$ cat src/rtl/ether_pkg.sv
// Shared constants and state encoding for the GMII UDP receive path.
// Imported by the parser and by the reusable CRC-32 byte engine.
package ether_pkg;

    localparam logic [15:0] ETHERTYPE_IPV4 = 16'h0800;
    localparam logic [7:0]  IP_VER_IHL     = 8'h45;
    localparam logic [7:0]  IP_PROTO_UDP   = 8'h11;
    localparam int          HDR_LEN        = 42;
    localparam logic [31:0] CRC32_RESIDUE  = 32'hDEBB20E3;
    localparam logic [31:0] CRC32_POLY_R   = 32'hEDB88320;
    localparam logic [7:0]  PREAMBLE       = 8'h55;
    localparam logic [7:0]  SFD            = 8'hD5;

    typedef enum logic [2:0] {
        IDLE,
        PRE,
        HDR,
        PAY,
        TAIL,
        DROP
    } rx_state_e;

endpackage

$ cat src/rtl/ether_crc32_d8.sv
// Reflected CRC-32 next-state for one byte, LSB first.
// Pure combinational; shared with the transmit side.
module ether_crc32_d8
    import ether_pkg::*;
(
    input  logic [31:0] crc_i,
    input  logic [7:0]  data_i,
    output logic [31:0] crc_o
);

    logic [31:0] c;

    always_comb begin
        c = crc_i ^ {24'h0, data_i};
        for (int i = 0; i < 8; i++) begin
            c = c[0] ? ((c >> 1) ^ CRC32_POLY_R) : (c >> 1);
        end
    end

    assign crc_o = c;

endmodule

$ cat src/rtl/ether_udp_rx_parser.sv
// GMII receive parser: filters MAC/IPv4/UDP, streams payload,
// checks FCS and reports a per-frame commit/discard verdict.
module ether_udp_rx_parser
    import ether_pkg::*;
#(
    parameter logic [47:0] MAC_ADDR  = 48'h00301ba0a48e,
    parameter logic [31:0] IP_ADDR   = {8'd172, 8'd16, 8'd0, 8'd230},
    parameter logic [15:0] UDP_PORT  = 16'd4000,
    parameter int          MAX_FRAME = 1518
) (
    input  logic        phy_rx_clk,
    input  logic        rst,
    input  logic        phy_rx_dv,
    input  logic        phy_rx_er,
    input  logic [7:0]  phy_rx_data,
    output logic [7:0]  payload_data,
    output logic        payload_valid,
    output logic        payload_last,
    output logic [15:0] payload_len,
    output logic        frame_ok,
    output logic        frame_err,
    output logic [7:0]  data_out
);

    rx_state_e   state_q, state_d;
    logic [15:0] cnt_q, cnt_d;
    logic [15:0] pay_q, pay_d;
    logic [15:0] ulen_q, ulen_d;
    logic [15:0] len_q, len_d;
    logic [31:0] crc_q, crc_d, crc_nx;
    logic        ucast_q, ucast_d, bcast_q, bcast_d;
    logic        er_q, er_d, ovf_q, ovf_d;
    logic [7:0]  first_q, first_d;
    logic [7:0]  pdata_q, pdata_d, dout_q, dout_d;
    logic        pvalid_q, pvalid_d, plast_q, plast_d;
    logic        ok_q, ok_d, err_q, err_d;
    logic [7:0]  exp_b, mac_b;
    logic        chk_b;

    ether_crc32_d8 u_crc (
        .crc_i  (crc_q),
        .data_i (phy_rx_data),
        .crc_o  (crc_nx)
    );

    // Expected value for each fixed header byte position
    always_comb begin
        exp_b = 8'h00;
        mac_b = 8'h00;
        chk_b = 1'b0;
        case (cnt_q)
            16'd0:  mac_b = MAC_ADDR[47:40];
            16'd1:  mac_b = MAC_ADDR[39:32];
            16'd2:  mac_b = MAC_ADDR[31:24];
            16'd3:  mac_b = MAC_ADDR[23:16];
            16'd4:  mac_b = MAC_ADDR[15:8];
            16'd5:  mac_b = MAC_ADDR[7:0];
            16'd12: begin chk_b = 1'b1; exp_b = ETHERTYPE_IPV4[15:8]; end
            16'd13: begin chk_b = 1'b1; exp_b = ETHERTYPE_IPV4[7:0]; end
            16'd14: begin chk_b = 1'b1; exp_b = IP_VER_IHL; end
            16'd23: begin chk_b = 1'b1; exp_b = IP_PROTO_UDP; end
            16'd30: begin chk_b = 1'b1; exp_b = IP_ADDR[31:24]; end
            16'd31: begin chk_b = 1'b1; exp_b = IP_ADDR[23:16]; end
            16'd32: begin chk_b = 1'b1; exp_b = IP_ADDR[15:8]; end
            16'd33: begin chk_b = 1'b1; exp_b = IP_ADDR[7:0]; end
            16'd36: begin chk_b = 1'b1; exp_b = UDP_PORT[15:8]; end
            16'd37: begin chk_b = 1'b1; exp_b = UDP_PORT[7:0]; end
            default: ;
        endcase
    end

    always_comb begin
        state_d  = state_q;
        cnt_d    = cnt_q;
        pay_d    = pay_q;
        ulen_d   = ulen_q;
        len_d    = len_q;
        crc_d    = crc_q;
        ucast_d  = ucast_q;
        bcast_d  = bcast_q;
        er_d     = er_q;
        ovf_d    = ovf_q;
        first_d  = first_q;
        pdata_d  = pdata_q;
        dout_d   = dout_q;
        pvalid_d = 1'b0;
        plast_d  = 1'b0;
        ok_d     = 1'b0;
        err_d    = 1'b0;
        unique case (state_q)
            IDLE, PRE: begin
                if (!phy_rx_dv) begin
                    state_d = IDLE;
                end else if (phy_rx_data == SFD) begin
                    state_d = HDR;
                    cnt_d   = 16'd0;
                    crc_d   = 32'hFFFFFFFF;
                    ucast_d = 1'b1;
                    bcast_d = 1'b1;
                    er_d    = 1'b0;
                    ovf_d   = 1'b0;
                end else if (phy_rx_data == PREAMBLE) begin
                    state_d = PRE;
                end else begin
                    state_d = DROP;
                end
            end
            HDR: begin
                if (!phy_rx_dv) begin
                    state_d = IDLE;
                end else begin
                    crc_d = crc_nx;
                    cnt_d = cnt_q + 16'd1;
                    if (cnt_q < 16'd6) begin
                        ucast_d = ucast_q & (phy_rx_data == mac_b);
                        bcast_d = bcast_q & (phy_rx_data == 8'hFF);
                    end
                    if (cnt_q == 16'd38) ulen_d[15:8] = phy_rx_data;
                    if (cnt_q == 16'd39) ulen_d[7:0] = phy_rx_data;
                    if ((chk_b && phy_rx_data != exp_b) ||
                        (cnt_q == 16'd5 && !ucast_d && !bcast_d)) begin
                        state_d = DROP;
                    end else if (cnt_q == 16'(HDR_LEN - 1)) begin
                        if (ulen_q < 16'd8) begin
                            state_d = DROP;
                        end else begin
                            len_d   = ulen_q - 16'd8;
                            pay_d   = 16'd0;
                            state_d = (ulen_q == 16'd8) ? TAIL : PAY;
                        end
                    end
                end
            end
            PAY: begin
                if (!phy_rx_dv) begin
                    err_d   = 1'b1;
                    state_d = IDLE;
                end else if (cnt_q >= 16'(MAX_FRAME)) begin
                    ovf_d   = 1'b1;
                    state_d = DROP;
                end else begin
                    crc_d    = crc_nx;
                    cnt_d    = cnt_q + 16'd1;
                    er_d     = er_q | phy_rx_er;
                    pvalid_d = 1'b1;
                    pdata_d  = phy_rx_data;
                    pay_d    = pay_q + 16'd1;
                    if (pay_q == 16'd0) first_d = phy_rx_data;
                    if (pay_q == len_q - 16'd1) begin
                        plast_d = 1'b1;
                        state_d = TAIL;
                    end
                end
            end
            TAIL: begin
                if (!phy_rx_dv) begin
                    if (crc_q == CRC32_RESIDUE && !er_q) begin
                        ok_d = 1'b1;
                        if (len_q != 16'd0) dout_d = first_q;
                    end else begin
                        err_d = 1'b1;
                    end
                    state_d = IDLE;
                end else if (cnt_q >= 16'(MAX_FRAME)) begin
                    ovf_d   = 1'b1;
                    state_d = DROP;
                end else begin
                    crc_d = crc_nx;
                    cnt_d = cnt_q + 16'd1;
                    er_d  = er_q | phy_rx_er;
                end
            end
            DROP: begin
                // Oversize frames report their failure only once dv falls
                if (!phy_rx_dv) begin
                    state_d = IDLE;
                    err_d   = ovf_q;
                    ovf_d   = 1'b0;
                end
            end
            default: state_d = DROP;
        endcase
    end

    always_ff @(posedge phy_rx_clk or negedge rst) begin
        if (!rst) begin
            state_q  <= DROP;
            cnt_q    <= 16'd0;
            pay_q    <= 16'd0;
            ulen_q   <= 16'd0;
            len_q    <= 16'd0;
            crc_q    <= 32'hFFFFFFFF;
            ucast_q  <= 1'b0;
            bcast_q  <= 1'b0;
            er_q     <= 1'b0;
            ovf_q    <= 1'b0;
            first_q  <= 8'h00;
            pdata_q  <= 8'h00;
            dout_q   <= 8'h00;
            pvalid_q <= 1'b0;
            plast_q  <= 1'b0;
            ok_q     <= 1'b0;
            err_q    <= 1'b0;
        end else begin
            state_q  <= state_d;
            cnt_q    <= cnt_d;
            pay_q    <= pay_d;
            ulen_q   <= ulen_d;
            len_q    <= len_d;
            crc_q    <= crc_d;
            ucast_q  <= ucast_d;
            bcast_q  <= bcast_d;
            er_q     <= er_d;
            ovf_q    <= ovf_d;
            first_q  <= first_d;
            pdata_q  <= pdata_d;
            dout_q   <= dout_d;
            pvalid_q <= pvalid_d;
            plast_q  <= plast_d;
            ok_q     <= ok_d;
            err_q    <= err_d;
        end
    end

    assign payload_data  = pdata_q;
    assign payload_valid = pvalid_q;
    assign payload_last  = plast_q;
    assign payload_len   = len_q;
    assign frame_ok      = ok_q;
    assign frame_err     = err_q;
    assign data_out      = dout_q;

endmodule

$ cat config.mk
export PLATFORM = sky130hd
export DESIGN_NAME = ether_udp_rx_parser
export DESIGN_NICKNAME = d
export VERILOG_FILES = /design/src/rtl/ether_pkg.sv /design/src/rtl/ether_crc32_d8.sv /design/src/rtl/ether_udp_rx_parser.sv
export SDC_FILE = /design/constraint.sdc
export NUM_CORES = 1
export LEC_CHECK = 0
export BUFFER_PORTS_ARGS = -buffer_cell sky130_fd_sc_hd__buf_4
export CAP_MARGIN = 25
export CORE_AREA = 4 4 126 128
export DETAILED_ROUTE_END_ITERATION = 16
export DIE_AREA = 0 0 130 132
export GPL_ROUTABILITY_DRIVEN = 0
export GPL_TIMING_DRIVEN = 1
export PLACE_DENSITY = 0.71
export SLEW_MARGIN = 20
export SYNTH_ARGS = -nofsm -noshare
export SYNTH_HDL_FRONTEND = slang
export SYNTH_SLANG_ARGS = --single-unit
export TNS_END_PERCENT = 100
$ cat constraint.sdc
create_clock -name phy_rx_clk -period 7.2 [get_ports phy_rx_clk]
set_clock_uncertainty 0.05 [all_clocks]
set_input_delay 0.36 -clock phy_rx_clk [delete_from_list [all_inputs] [get_ports phy_rx_clk]]
set_output_delay 0.36 -clock phy_rx_clk [all_outputs]
set_load 0.02 [all_outputs]
---- Yosys cells after proc, flatten, opt, wreduce, memory -nomap -nowiden ----
Cells that the tools add are included.
Widths: inputs -> output; s select.
cells by class
  reduce and logical (&&, ||, !) cells .... 31
  bitwise operators ....................... 16
  equality and inequality tests ........... 46
  magnitude comparators ................... 3
  $add $sub $neg .......................... 4
  multiplexer cells ....................... 81
operators by type and width
  cell                   number
  $mux 32                13
  $mux 16                11
  $eq 16x6->1 const B    7
  $not 13->14            8
  $pmux 32 s3            1
  $eq 16x4->1 const B    4
  $pmux 8 s8             1
  $eq 16x5->1 const B    3
  $pmux 16 s3            1
  $mux 3                 14
  $pmux 8 s5             1
  $add 16x1->16 const B  2
  $eq 16x2->1 const B    2
  $eq 16x3->1 const B    2
  $eq 32x32->1 const B   1
  $mux 1                 32
  $pmux 16 s2            1
  $xor 32x8->32          1
  $ne 2x2->1 const B     10
  $eq 16x1->1 const B    1
  $eq 16x16->1           1
  $eq 8x8->1 const B     2
  $ge 16x11->1 const B   1
  $logic_not 16->1       1
  other kinds (33)       60
storage, ports and cells
  bits in registers ....................... 131

---- Depth between registers and ports, before layout ----
  depth in word-level cells ............... 20
  depth in mapped cells ................... 12
  gate-level depth less buffers ........... 11

---- Modules after synthesis ----
From an unflattened synthesis, not the netlist that was laid out.
second synthesis, totals
  cells, all modules ...................... 874
  area, all modules ....................... 8,363.0 um^2
by module, submodules not included
  module               area each (um^2)  cells an instance  instances
  ether_udp_rx_parser  7,402.1           808                1
  ether_crc32_d8       960.9             66                 1

---- Worst setup path before layout ----
OpenSTA, ideal clock, no wires.
  kind .................................... register to register
  start point ............................. register len_q[0], in the netlist payload_len[0]
  end point ............................... register state_q[1]
  cell stages (with the launch flop) ...... 13
  data arrival time ....................... 2.897 ns
  setup time .............................. 0.128 ns
  clock period less this slack ............ 3.075 ns
  slack ................................... 4.125 ns
  cell sequence ........................... dfrtp_1 > inv_1 > ha_1 > or3b_2 > clkbuf_1 > xnor2_1 > o41ai_2 > o21ai_1 > nor4_1 > nand4_1 > a31oi_1 > o32ai_2 > mux2_1
between the ends
  cells in the longest elaborated chain, start to end .. 4
RTL lines
  item                        RTL line                    source
  from (decl)                 ether_udp_rx_parser.sv:29   logic [15:0] len_q, len_d;
  from (signal assigned)      ether_udp_rx_parser.sv:209  len_q <= len_d;
  $sub 16x1->16               ether_udp_rx_parser.sv:149  if (pay_q == len_q - 16'd1) begin
  $eq 16x16->1                ether_udp_rx_parser.sv:149
  $ne 4x4->1 (no line)        -
  $reduce_and 4->1 (no line)  -
  to (signal assigned)        ether_udp_rx_parser.sv:205  state_q <= state_d;
  to (decl)                   ether_udp_rx_parser.sv:25   rx_state_e state_q, state_d;
No other way between the ends.
A chain may end at the register's enable or synchronous reset.

---- Final worst setup path ----
  start point ............................. register cnt_q[3]
  end point ............................... register cnt_q[6]
between the ends
  cells in the longest elaborated chain, start to end .. 4
RTL lines
  item                    RTL line                                                                            source
  from (decl)             ether_udp_rx_parser.sv:26                                                           logic [15:0] cnt_q, cnt_d;
  from (signal assigned)  ether_udp_rx_parser.sv:206                                                          cnt_q <= cnt_d;
  $add 16x1->16           ether_udp_rx_parser.sv:113, ether_udp_rx_parser.sv:143, ether_udp_rx_parser.sv:169
  $mux 16                 ether_udp_rx_parser.sv:138, ether_udp_rx_parser.sv:164
  $mux 16                 ether_udp_rx_parser.sv:156                                                          if (!phy_rx_dv) begin
  $pmux 16 s3             ether_udp_rx_parser.sv:90                                                           unique case (state_q)
Parallel ways exist; a longest one is shown, timed or not. The select of a mux whose other input is x is not followed.

==> flow_summary.rst <==
.. list-table::
   :header-rows: 1

   * - Metric
     - Value
   * - Kind of end point of the critical path
     - flop
   * - Part of the total power dissipated in sequential elements
     - 34.6%
   * - Ratio of final minimum period to clock period
     - 50.4%
   * - Synth Net Count
     - 829
   * - Switching share of total power
     - 34.9%
   * - CTS sink cnt
     - 131
   * - Drt initial violations
     - 480
   * - Async set or reset register ratio after synthesis
     - 100%
   * - Combinational group share of total power
     - 36.4%
   * - GR Layer Usage met3
     - 4.90%
   * - FP Rows
     - 45
   * - Data arrival at the endpoint of the critical path
     - 3890 ps
   * - Crit-path max FO
     - 28
   * - Setup fix buffers added after clock tree synthesis
     - 0
   * - Cts bufs inserted
     - 17
   * - Setup slack on the worst flop-to-flop path
     - 3570 ps
   * - Net Sw Power
     - 992 uW
   * - Filler cell count
     - 1236
   * - Post-detailed-route count of antenna-violating nets
     - 0
   * - Die footprint
     - 17200 um2
   * - Sum Neg Setup Slack
     - 0 ps
   * - Placed instance area
     - 8290 um2
   * - Cell seen most often among critical-path stages
     - a31o_1
   * - Wire length of the first global-routing pass
     - 31500 um
   * - Maximum clock frequency
     - 0.275 GHz
   * - Summed area of non-filler cells in the final layout
     - 8890 um2
   * - Yosys reg bits
     - 131
   * - Post-detailed-route wirelength per cell
     - 18.6 um
   * - Remaining design rule violation count
     - 0
   * - Crit path max-delay cell type
     - dfrtp_1
   * - Top-level port count
     - 48
   * - Maximum number of pins on one net before global-route repair
     - 76
   * - Count of vias placed by the detailed router
     - 6166
   * - TritonCTS clock tree
     - yes
   * - Vias in the first global route
     - 6161
   * - Final number of setup-violating endpoints
     - 0
   * - M1 GR Usage
     - 30.5%
   * - Initial antenna violation count
     - 0
   * - Cell variety after synth
     - 85
   * - Synthesized area divided by synthesized cell count
     - 9.81 um2
   * - Max cap viols
     - 0
   * - Clock transition time at the flip-flop clock pins of the worst setup and hold paths
     - 60 ps
   * - Relative max-transition margin
     - 35.5%
   * - Number of synthesized flops with an enable pin
     - 0
   * - Detail Placement HPWL
     - 13500 um
   * - I/O Buffers
     - 47
   * - Clock insertion delay at the later pin of the skew report
     - 420 ps
   * - Minimum clock period
     - 3630 ps
   * - Via density per instance
     - 5.97
   * - Type of the worst setup path
     - flop to flop
   * - GRT Resource Usage Total
     - 22.9%
   * - Buffer depth of the longest clock path
     - 2
   * - CTS Root Cell
     - clkbuf_16
   * - Footprint of the flip-flops and latches
     - 3320 um2
   * - Outcome
     - complete, no violations
   * - P&R area growth vs syn
     - 12.2%
   * - Starting density of the core
     - 53.3%
   * - Met2 Use GR
     - 36.2%
   * - Count of final max-slew check failures
     - 0
   * - Number of hold-slack violations in the final timing report
     - 0
   * - Netlist area before placement
     - 7930 um2
   * - Total number of nets in the final design
     - 852
   * - Number of cells produced by synthesis
     - 808
   * - Total wire length
     - 19200 um
   * - Peak supply drop
     - 0.000395 V
   * - Sequence of cells on the critical path
     - a31o_1 > a31o_1 > a211oi_2 > mux2i_1 > o22ai_1 > and2_1 > buf_4 > nand4_1 > xor2_1 > nor2_1
   * - RSZ-0062 raised after global routing
     - no
   * - Die width
     - 130 um
   * - Share of total power in the clock network
     - 29.1%
   * - GRT Max-Usage Layer
     - met2
   * - Type of the tightest min-delay check
     - input pin to flop
   * - First-pass detailed-route iteration total
     - 5
   * - Largest stage delay on the critical path
     - 600 ps
   * - Pwr dens
     - 319 nW/um2
   * - Sequential-to-total area share from yosys stat
     - 41.9%
   * - Core Footprint
     - 14900 um2
   * - Layout cell share with drive strength beyond 1
     - 21.3%
   * - Area of combinational cells with multiple inputs
     - 4290 um2
   * - H-Tree Depth
     - 4
   * - Vertical die dimension
     - 132 um
   * - Worst path required time
     - 7460 ps
   * - Internal portion of total power
     - 1850 uW
   * - Slew at the pin with the worst max-slew slack
     - 968 ps
   * - Leakage power figure
     - 0.00391 uW
   * - Total grt overflow
     - 0
   * - Final antenna diode count
     - 0
   * - Number of warnings issued by yosys
     - 0
   * - Most instantiated flip-flop cell in the synthesis netlist
     - dfrtp_1
   * - Critical Path Start Type
     - flop
[repair_timing]
| action | 4_1_cts | 5_1_grt |
|---|---|---|
| setup endpoints to repair | 0 | 0 |
| resized for setup | 0 | 0 |
| endpoints found under the hold margin | 54 | 0 |
| hold buffers | 1 | 0 |
[critical path, delay by kind of cell (launching register included)]
| family | cells | cell delay (ps) |
|---|---|---|
| buf+inv | 1 | 420 |
| compound gates | 4 | 1280 |
| xor+xnor | 1 | 200 |
| simple gates | 3 | 800 |
| flops | 1 | 600 |
| mux | 1 | 150 |
[worst paths after layout]
path	start	to	cells after the start
max	cnt_q[3]	cnt_q[6]	10
min	phy_rx_dv	frame_err	2
max reg2reg	cnt_q[3]	cnt_q[6]	10
min reg2reg	payload_data[1]	payload_data[1]	2
max in group asynchronous	rst	crc_q[14]	4
min in group asynchronous	rst	pay_q[13]	2
[power groups by stage]
stage | logic [uW] | clock network [uW] | registers [uW]
after detailed placement | 1030 | 0 | 993
after floorplan | 868 | 0 | 939
final | 1030 | 825 | 982
after global placement | 994 | 0 | 986
after global routing | 1120 | 874 | 996
after CTS | 1040 | 841 | 980
[cells in the mapped netlist (18+ instances only)]
| cell | count | area (um2) |
|---|---|---|
| mux2_2 | 33 | 372 |
| xor2_1 | 40 | 350 |
| dfstp_2 | 34 | 893 |
| a21oi_1 | 22 | 110 |
| nor4_1 | 18 | 113 |
| dfrtp_1 | 97 | 2430 |
| nor3_1 | 20 | 100 |
| nor2_1 | 75 | 282 |
| o21ai_0 | 27 | 135 |
| o22a_1 | 32 | 280 |
| xnor2_1 | 84 | 736 |
| clkbuf_1 | 24 | 90.1 |
| nand4_1 | 19 | 119 |
| nand2_1 | 66 | 248 |
| nand3_1 | 22 | 110 |
[cells in the final DEF, fill, tap and decap left out, types with 17 or more instances in the layout]
cell type and instances:
nor2_1 75, nor3_1 20, o22a_1 32, nor4_1 18, xor2_1 40, nand2_1 66
buf_4 51, xnor2_1 83, nand4_1 19, clkbuf_16 17, mux2_2 33, nand3_1 22
dfstp_2 34, dfrtp_1 97, a21oi_1 22, o21ai_0 27
[flip-flops by register name, indices dropped and copies added (netlist names)]
register       count
bcast_q            1
cnt_q             16
crc_q             32
data_out           8
er_q               1
first_q            8
frame_err          1
frame_ok           1
ovf_q              1
pay_q             16
payload_data       8
payload_last       1
payload_len       16
payload_valid      1
state_q            3
ucast_q            1
ulen_q            16
[per-stage QoR]
stage / hold WS, ps / total power, uW / util, % / setup slack [ps] / cells
3_3_place_gp: 388 / 1980 / 55.7 / 3740 / 997
5_1_grt: 196 / 2990 / 59.8 / 3290 / 1032
4_1_cts: 186 / 2860 / 59.7 / 3600 / 1031
6_report: 205 / 2840 / 59.8 / 3570 / 1032
3_5_place_dp: 403 / 2020 / 55.8 / 3620 / 998
2_1_floorplan: 14.4 / 1810 / - / 4130 / 808
[per-layer routing]
metal | vias to the layer above | wire [um]
li1 | 2931 | -
met1 | 3023 | 8470
met2 | 172 | 9300
met3 | 40 | 916
met4 | 0 | 478
met5 | - | 0
[cell families after synthesis]
group	after synthesis	share of synthesized area, %
compound gates	138	12.4
fa+ha+maj	9	1.42
xor+xnor	126	14.1
mux	45	6.25
simple gates	293	19.8
buf+inv	66	4.14
flops	131	41.9
[layout make-up]
cell class,instances,area share [%]
Tap cell,188,2.64
Inverter,17,0.717
Multi-Input combinational cell,611,48.2
Clock buffer,19,4.98
Timing Repair Buffer,53,4.73
Sequential cell,131,37.3
Clock inverter,13,1.39
No activity file was read; power rests on OpenSTA's default activity.
